File: config.mk
export PLATFORM = sky130hd
export DESIGN_NAME = easyaxi_rd_arb
export DESIGN_NICKNAME = d
export VERILOG_FILES = /design/src/rtl/easyaxi_rd_arb_pkg.sv /design/src/rtl/easyaxi_rr_arb2.sv /design/src/rtl/easyaxi_rd_arb.sv
export SDC_FILE = /design/constraint.sdc
export NUM_CORES = 1
export LEC_CHECK = 0
export BUFFER_PORTS_ARGS = -buffer_cell sky130_fd_sc_hd__buf_2
export CAP_MARGIN = 20
export CORE_AREA = 5 5 128 130
export CTS_CLUSTER_SIZE = 25
export DETAILED_ROUTE_END_ITERATION = 7
export DIE_AREA = 0 0 133 135
export PLACE_DENSITY_LB_ADDON = 0.08
export SLEW_MARGIN = 15
export SYNTH_ARGS = -nofsm -noshare
export SYNTH_HDL_FRONTEND = slang
export SYNTH_SLANG_ARGS = --single-unit
File: constraint.sdc
create_clock -name clk -period 2.55 [get_ports clk]
set_clock_uncertainty 0.05 [all_clocks]
set_input_delay 0.255 -clock clk [delete_from_list [all_inputs] [get_ports clk]]
set_output_delay 0.255 -clock clk [all_outputs]
set_load 0.05 [all_outputs]
File: src/rtl/easyaxi_rd_arb_pkg.sv
// Shared widths, FSM state encoding and constants for the EASYAXI read arbiter.
package easyaxi_rd_arb_pkg;

  localparam int AXI_ID_W    = 4;
  localparam int AXI_ADDR_W  = 32;
  localparam int AXI_LEN_W   = 8;
  localparam int AXI_SIZE_W  = 3;
  localparam int AXI_BURST_W = 2;
  localparam int AXI_DATA_W  = 32;
  localparam int AXI_RESP_W  = 2;

  // Increment step for the beat counter; the counter wraps at its own width.
  localparam logic [AXI_LEN_W-1:0] LEN_ONE = {{(AXI_LEN_W-1){1'b0}}, 1'b1};

  // Burst ownership phases: waiting for a grant, forwarding AR, streaming R.
  typedef enum logic [1:0] {
    ST_IDLE = 2'd0,
    ST_AR   = 2'd1,
    ST_R    = 2'd2
  } arb_state_e;

endpackage

File: src/rtl/easyaxi_rr_arb2.sv
// Two-way request arbiter: fixed priority (M0 first) or round-robin against the last owner.
module easyaxi_rr_arb2 (
  input  logic [1:0] req,
  input  logic       last_gnt,
  input  logic       mode,
  output logic [1:0] gnt_oh
);

  // Select a single winner; on contention round-robin favours the master that did not own last.
  always_comb begin
    gnt_oh = 2'b00;
    case (req)
      2'b01: gnt_oh = 2'b01;
      2'b10: gnt_oh = 2'b10;
      2'b11: begin
        if (mode) begin
          gnt_oh = last_gnt ? 2'b01 : 2'b10;
        end else begin
          gnt_oh = 2'b01;
        end
      end
      default: gnt_oh = 2'b00;
    endcase
  end

endmodule

File: src/rtl/easyaxi_rd_arb.sv
// 2:1 read-channel (AR + R) arbiter: one burst in flight, R steered to the owner until RLAST.
module easyaxi_rd_arb
  import easyaxi_rd_arb_pkg::*;
#(
  parameter int ARB_MODE = 1
) (
  input  logic                   clk,
  input  logic                   rst_n,
  input  logic                   m0_arvalid,
  output logic                   m0_arready,
  input  logic [AXI_ID_W-1:0]    m0_arid,
  input  logic [AXI_ADDR_W-1:0]  m0_araddr,
  input  logic [AXI_LEN_W-1:0]   m0_arlen,
  input  logic [AXI_SIZE_W-1:0]  m0_arsize,
  input  logic [AXI_BURST_W-1:0] m0_arburst,
  output logic                   m0_rvalid,
  input  logic                   m0_rready,
  output logic [AXI_ID_W-1:0]    m0_rid,
  output logic [AXI_DATA_W-1:0]  m0_rdata,
  output logic [AXI_RESP_W-1:0]  m0_rresp,
  output logic                   m0_rlast,
  input  logic                   m1_arvalid,
  output logic                   m1_arready,
  input  logic [AXI_ID_W-1:0]    m1_arid,
  input  logic [AXI_ADDR_W-1:0]  m1_araddr,
  input  logic [AXI_LEN_W-1:0]   m1_arlen,
  input  logic [AXI_SIZE_W-1:0]  m1_arsize,
  input  logic [AXI_BURST_W-1:0] m1_arburst,
  output logic                   m1_rvalid,
  input  logic                   m1_rready,
  output logic [AXI_ID_W-1:0]    m1_rid,
  output logic [AXI_DATA_W-1:0]  m1_rdata,
  output logic [AXI_RESP_W-1:0]  m1_rresp,
  output logic                   m1_rlast,
  output logic                   s_arvalid,
  input  logic                   s_arready,
  output logic [AXI_ID_W-1:0]    s_arid,
  output logic [AXI_ADDR_W-1:0]  s_araddr,
  output logic [AXI_LEN_W-1:0]   s_arlen,
  output logic [AXI_SIZE_W-1:0]  s_arsize,
  output logic [AXI_BURST_W-1:0] s_arburst,
  input  logic                   s_rvalid,
  output logic                   s_rready,
  input  logic [AXI_ID_W-1:0]    s_rid,
  input  logic [AXI_DATA_W-1:0]  s_rdata,
  input  logic [AXI_RESP_W-1:0]  s_rresp,
  input  logic                   s_rlast,
  output logic                   busy,
  output logic                   err_len
);

  localparam logic MODE_RR = (ARB_MODE != 0);

  arb_state_e             state_r, state_n;
  logic                   gnt_r, last_gnt_r;
  logic [AXI_LEN_W-1:0]   beat_cnt_r;
  logic [1:0]             win_oh_s;
  logic                   ar_acc_s, r_hs_s;
  logic                   s_arvalid_r, busy_r, err_len_r;
  logic [AXI_ID_W-1:0]    s_arid_r;
  logic [AXI_ADDR_W-1:0]  s_araddr_r;
  logic [AXI_LEN_W-1:0]   s_arlen_r;
  logic [AXI_SIZE_W-1:0]  s_arsize_r;
  logic [AXI_BURST_W-1:0] s_arburst_r;

  easyaxi_rr_arb2 u_arb (
    .req      ({m1_arvalid, m0_arvalid}),
    .last_gnt (last_gnt_r),
    .mode     (MODE_RR),
    .gnt_oh   (win_oh_s)
  );

  // R payload fans out to both masters; only the valid is steered.
  assign m0_rid   = s_rid;
  assign m0_rdata = s_rdata;
  assign m0_rresp = s_rresp;
  assign m0_rlast = s_rlast;
  assign m1_rid   = s_rid;
  assign m1_rdata = s_rdata;
  assign m1_rresp = s_rresp;
  assign m1_rlast = s_rlast;

  assign s_arvalid = s_arvalid_r;
  assign s_arid    = s_arid_r;
  assign s_araddr  = s_araddr_r;
  assign s_arlen   = s_arlen_r;
  assign s_arsize  = s_arsize_r;
  assign s_arburst = s_arburst_r;
  assign busy      = busy_r;
  assign err_len   = err_len_r;

  // FSM state register.
  always_ff @(posedge clk or negedge rst_n) begin
    if (!rst_n) begin
      state_r <= ST_IDLE;
    end else begin
      state_r <= state_n;
    end
  end

  // Next state, AR grant handshakes and R steering for the current owner.
  always_comb begin
    state_n    = state_r;
    m0_arready = 1'b0;
    m1_arready = 1'b0;
    m0_rvalid  = 1'b0;
    m1_rvalid  = 1'b0;
    s_rready   = 1'b0;
    ar_acc_s   = 1'b0;
    r_hs_s     = 1'b0;
    case (state_r)
      ST_IDLE: begin
        m0_arready = win_oh_s[0];
        m1_arready = win_oh_s[1];
        if (win_oh_s != 2'b00) begin
          ar_acc_s = 1'b1;
          state_n  = ST_AR;
        end else begin
          state_n  = ST_IDLE;
        end
      end
      ST_AR: begin
        if (s_arvalid_r && s_arready) begin
          state_n = ST_R;
        end else begin
          state_n = ST_AR;
        end
      end
      ST_R: begin
        if (gnt_r) begin
          m1_rvalid = s_rvalid;
          s_rready  = m1_rready;
        end else begin
          m0_rvalid = s_rvalid;
          s_rready  = m0_rready;
        end
        r_hs_s = s_rvalid && s_rready;
        if (r_hs_s && s_rlast) begin
          state_n = ST_IDLE;
        end else begin
          state_n = ST_R;
        end
      end
      default: state_n = ST_IDLE;
    endcase
  end

  // Grant bookkeeping, latched AR payload, beat counter and status outputs.
  always_ff @(posedge clk or negedge rst_n) begin
    if (!rst_n) begin
      gnt_r       <= 1'b0;
      last_gnt_r  <= 1'b1;
      beat_cnt_r  <= '0;
      s_arvalid_r <= 1'b0;
      busy_r      <= 1'b0;
      err_len_r   <= 1'b0;
      s_arid_r    <= '0;
      s_araddr_r  <= '0;
      s_arlen_r   <= '0;
      s_arsize_r  <= '0;
      s_arburst_r <= '0;
    end else begin
      s_arvalid_r <= (state_n == ST_AR);
      busy_r      <= (state_n != ST_IDLE);
      err_len_r   <= r_hs_s && (s_rlast ? (beat_cnt_r != s_arlen_r) : (beat_cnt_r == s_arlen_r));
      if (ar_acc_s) begin
        gnt_r       <= win_oh_s[1];
        s_arid_r    <= win_oh_s[1] ? m1_arid    : m0_arid;
        s_araddr_r  <= win_oh_s[1] ? m1_araddr  : m0_araddr;
        s_arlen_r   <= win_oh_s[1] ? m1_arlen   : m0_arlen;
        s_arsize_r  <= win_oh_s[1] ? m1_arsize  : m0_arsize;
        s_arburst_r <= win_oh_s[1] ? m1_arburst : m0_arburst;
      end else begin
        gnt_r <= gnt_r;
      end
      if ((state_r == ST_AR) && s_arvalid_r && s_arready) begin
        beat_cnt_r <= '0;
      end else if (r_hs_s) begin
        beat_cnt_r <= beat_cnt_r + LEN_ONE;
      end else begin
        beat_cnt_r <= beat_cnt_r;
      end
      if (r_hs_s && s_rlast) begin
        last_gnt_r <= gnt_r;
      end else begin
        last_gnt_r <= last_gnt_r;
      end
    end
  end

endmodule

# ---- Word-level counts from Yosys, hierarchy flattened
# Cells that the tools add are included.
dict set report op_classes {
  div 0
  n_addsub 1
  bitwise_logic 0
  reduce_logical 11
  n_mul 0
  shift 0
  magnitude_cmp 0
  n_mux 26
  n_eq_ne 8
}
# op count
set ops {}
lappend ops {{$mux W32} 1}
lappend ops {{$mux W8} 3}
lappend ops {{$mux W1} 14}
lappend ops {{$pmux W2 S3} 2}
lappend ops {{$add A8 B1 Y8 const B} 1}
lappend ops {{$eq A8 B8 Y1} 1}
lappend ops {{$mux W2} 4}
lappend ops {{$ne A8 B8 Y1} 1}
lappend ops {{$logic_and A1 B1 Y1} 7}
lappend ops {{$eq A2 B1 Y1 const B} 3}
lappend ops {{$eq A2 B2 Y1 const B} 3}
lappend ops {{$reduce_bool A2 Y1} 3}
lappend ops {{$mux W4} 1}
lappend ops {{$mux W3} 1}
lappend ops {{$logic_not A2 Y1} 1}
dict set report totals {
  mem_bits_rw 0
  out_inout_bits 135
  n_memories 0
  romBits 0
  input_bits 145
  latchBits 0
  elab_cells 58
  reg_bits 64
}

# ---- Logic depth before layout (Yosys ltp)
dict set report logic_depth {
  ltp_word 7
  depth_mapped 6
  ltp_nobuf 5
}

# ---- Hierarchy
# A second synthesis with hierarchy kept.
dict set report hier_totals {
  hier_cells 380
  area_unflattened_um2 3704.8
}
# module n_inst area_each_um2 seq_area_each_um2 cells_per_inst
set by_module_without_submodules {}
lappend by_module_without_submodules {easyaxi_rd_arb 1 3674.8 1602.8 376}
lappend by_module_without_submodules {easyaxi_rr_arb2 1 30.0 0.0 4}

# ---- Worst setup path before layout
# Ideal clock, no wire load.
dict set report synth_timing {
  path_kind {reg-to-reg}
  start {register last_gnt_r}
  end {register gnt_r}
  t_required_ns 2.361
  path_buffers 2
  setup_time_ns 0.139
  arrival_time_ns 1.433
  synth_period_minus_slack_ns 1.622
  setup_slack_ns 0.928
  stages_incl_launch_ff 6
  cell_sequence {dfstp_2 > a21boi_1 > buf_2 > buf_4 > and2_1 > o21bai_1}
}
dict set report synth_between {
  elab_chain_len 5
}
# item line_no
set synth_rtl {}
lappend synth_rtl {{from (decl)} easyaxi_rd_arb.sv:55} ;# logic gnt_r, last_gnt_r;
lappend synth_rtl {{from (signal assigned)} easyaxi_rd_arb.sv:184} ;# last_gnt_r <= gnt_r;
lappend synth_rtl {{from (signal assigned)} easyaxi_rd_arb.sv:186} ;# last_gnt_r <= last_gnt_r;
lappend synth_rtl {{$mux W2 (*)} easyaxi_rr_arb2.sv:17} ;# gnt_oh = last_gnt ? 2'b01 : 2'b10;
lappend synth_rtl {{$pmux W2 S3 (*)} easyaxi_rr_arb2.sv:12} ;# case (req)
lappend synth_rtl {{$reduce_bool A2 Y1} easyaxi_rd_arb.sv:115} ;# if (win_oh_s != 2'b00) begin
lappend synth_rtl {{$mux W1} easyaxi_rd_arb.sv:115}
lappend synth_rtl {{$mux W1} easyaxi_rd_arb.sv:111} ;# case (state_r)
lappend synth_rtl {{to (signal assigned)} easyaxi_rd_arb.sv:167} ;# gnt_r <= win_oh_s[1];
lappend synth_rtl {{to (signal assigned)} easyaxi_rd_arb.sv:174} ;# gnt_r <= gnt_r;
lappend synth_rtl {{to (decl)} easyaxi_rd_arb.sv:55}
# Every way passes the cells marked *; elsewhere a longest branch is shown, timed or not.
# A chain may end at the register's enable or synchronous reset.

# ---- Worst setup path in the final report
dict set report layout_timing {
  start {register gnt_r}
  end {output s_rready}
}
dict set report layout_between {
  elab_chain_len 3
}
# item line_no
set layout_rtl {}
lappend layout_rtl {{$mux W1} easyaxi_rd_arb.sv:130} ;# if (gnt_r) begin
lappend layout_rtl {{$mux W1 (2 in a row)} easyaxi_rd_arb.sv:111}
lappend layout_rtl {{to (decl)} easyaxi_rd_arb.sv:43} ;# output logic s_rready,
# Every way passes these cells. The select of a mux whose other input is x is not followed.

==> flow_summary.yaml <==
floorplan:
  start_util_pct: 24.65
  core_um2: 15030
  rows: 45
  dieArea_um2: 17960
  dieHeight_um: 135
  io_pins: 280
  dieWidth_um: 133
routing:
  drt-total-wl_um: 9238
  wl_per_cell_um: 14.10
  drc: 0
  viasPerCell: 4.142
  drtIter0Drc: 64
  ant_nets: 0
  firstDrtPassIters: 4
  vias: 2713
timing:
  setup_tns_ns: 0
  hold_viol: 0
  tightest_slew_ns: 0.6631
  fin_crit_ns: 2.026
  period_share_pct: 79.46
  worst_slack_ns: 0.5237
  max_freq_mhz: 493.5
  drv_slew: 0
  slew_headroom_pct: 55.79
  final-setup-viol-count: 0
  rsz0062_at_grt: "no"
setup_path:
  cp_slowest_stage_delay_ns: 0.49
  crit_family: "multiplexers"
  cp.arrival_ns: 1.72
  path_max_fanout: 8
  crit_slowest_cell: "mux2i_2"
  worst-path-buf-inv: 1
  crit_type: "flip-flop to output port"
  cp_cell_sequence: "mux2i_2, and2b_2, buf_2"
  r2r_slack_ns: 0.79
  critPathLaunchType: "flip-flop"
  crit_required_ns: 2.25
  end_kind: "output port"
run_status:
  status: "completed"
layout:
  final_common_cell: "buf_2"
  mostFrequentLayoutCells: "165 x buf_2, 63 x dfrtp_1, 55 x nor2_1"
  diodes: 0
  finalNetCount: 608
  stdcell_count: 655
  layout-area-overhead-vs-synth_pct: 18.77
  drive_gt1_share_pct: 40.69
pwr:
  power_frac_seq_pct: 29.1
  power_switching_share_pct: 50.97
  combPwrFrac_pct: 53.0
  switching_power_mw: 3.067
  p_leak_nw: 2.151
  vdd_drop_max_uv: 471.5
  power.density_nw_per_um2: 1367
  p_int_mw: 2.950
  clkPwrFrac_pct: 17.8
  power_mw: 6.018
logic_synthesis:
  synth_top_area_share_pct: 42.54
  synth.ff_latch_count: 64
  syn_inst: 376
  seq_area_frac_synth_pct: 43.25
  yosys_warnings: 0
  syn_area_um2: 3706
  syn_avg_cell_area_um2: 9.857
  syn_nets: 522
  synth_area_leaders: "dfrtp_1 43%, buf_4 17%, mux2i_1 14%"
  ys_types: 35
  yosys.area.top_type: "dfrtp_1"
global_route:
  grt_max_degree: 59
  first_global_vias: 2775
  overflow: 0
  grt_usage_pct: 10.29
  grt_first_pass_wirelength_um: 14340
  antenna_found_initial: 0
place:
  dp_hpwl_um: 7087
  gp_congestion: 0.7102
  pre_cts_ws_ns: 0.7775
  io_buffers: 165
  dp_cells: 638
cts:
  clockBufferDepth: 2
  root_buffer: "clkbuf_16"
  cts_setup_buffers: 0
  cts.sinks: 64
  cts_buffers: 9
  cts_tree: "done"
  h-tree-depth: 3
  clk_latency_ns: 0.33
  clk_pin_slew_ns: 0.05
job:
  cap_violations: 0
min_path:
  hold_class: "input port to flip-flop"
[worst register-to-register path: cells and delay by family, from the launching register on]
family	cells	cell delay, ns
simple gates	2	0.31
flops	1	0.45
compound gates	2	0.57
buf+inv	1	0.30
[cell type report]
cell class	count	area [µm²]
Clock buffer	15	247.7
Clock inverter	1	5.005
Fill cell	1614	10630
Inverter	1	3.754
Multi-Input combinational cell	216	1416
Sequential cell	64	1603
Tap cell	188	235.2
Timing Repair Buffer	170	890.9
[kinds of logic (layout without fill, tap and decap cells)]
group | after synthesis | count (layout) | synth area share (%)
buffers and inverters | 96 | 187 | 19.04
muxes | 54 | 54 | 14.82
and+or+nand+nor | 87 | 87 | 11.18
AOI/OAI and AO/OA | 63 | 63 | 8.778
adders and majority gates | 1 | 1 | 0.3376
DFF | 64 | 64 | 43.25
xor gates and xnor gates | 11 | 11 | 2.600
[worst paths after layout]
path	from	to	cells after the start
max	gnt_r	s_rready	3
min	m0_araddr[15]	s_araddr[15]	3
max reg2reg	state_r[0]	s_arsize[2]	5
min reg2reg	beat_cnt_r[7]	beat_cnt_r[7]	1
max in group asynchronous	rst_n	last_gnt_r	3
min in group asynchronous	rst_n	s_arid[0]	2
[synthesized netlist by cell type (all sizes together)]
cell / instances
nand4: 5
and2: 1
xnor2: 11
nor2: 57
ha: 1
a21boi: 2
mux2: 1
nor3: 1
or2: 1
nand4b: 1
dfrtp: 63
o21a: 1
dfstp: 1
o21ai: 5
o21bai: 1
and2b: 1
or3: 2
nand2: 9
nor2b: 1
inv: 1
buf: 95
nand3b: 1
and3: 3
a21oi: 54
nand2b: 2
nand3: 1
mux2i: 53
and4bb: 1
[sequential cells by signal (all words and copies together) (netlist names), 2 cells and up]
signal / cells
s_araddr: 32
beat_cnt_r: 8
s_arlen: 8
s_arid: 4
s_arsize: 3
s_arburst: 2
state_r: 2
[per-stage QoR]
| stage | utilization, % | instance area [µm²] | hold WS (ns) |
|---|---|---|---|
| 3_5_place_dp | 27.53 | 4139 | 0.2851 |
| 6_report | 29.28 | 4402 | 0.1696 |
| 3_3_place_gp | 27.53 | 4139 | 0.2816 |
| 4_1_cts | 29.28 | 4402 | 0.1544 |
| 5_1_grt | 29.28 | 4402 | 0.1726 |
| 2_1_floorplan | - | 3706 | -0.09059 |
[routing by layer]
metal | GRT usage, % | wire length, µm | part of all wire [%]
met1 | 12.54 | 4015 | 43
met4 | 6.005 | 258 | 2.8
met5 | 0 | 0 | 0
met3 | 3.949 | 777 | 8.4
met2 | 15.49 | 4186 | 45
[power groups by stage]
stage / Sequential (mW) / Combinational (mW) / Clock [mW]
floorplan: 3.13 / 1.41 / 0
detailed placement: 1.77 / 3.25 / 0
global placement: 1.78 / 3.22 / 0
CTS: 1.76 / 3.25 / 1.13
finish: 1.75 / 3.19 / 1.07
global route: 1.82 / 3.43 / 1.17
[repair_timing]
action	4_1_cts	5_1_grt
endpoints found under the hold margin	26	0
gates resized for setup	0	0
hold buffers	1	0
No activity file was read; power rests on OpenSTA's default activity.
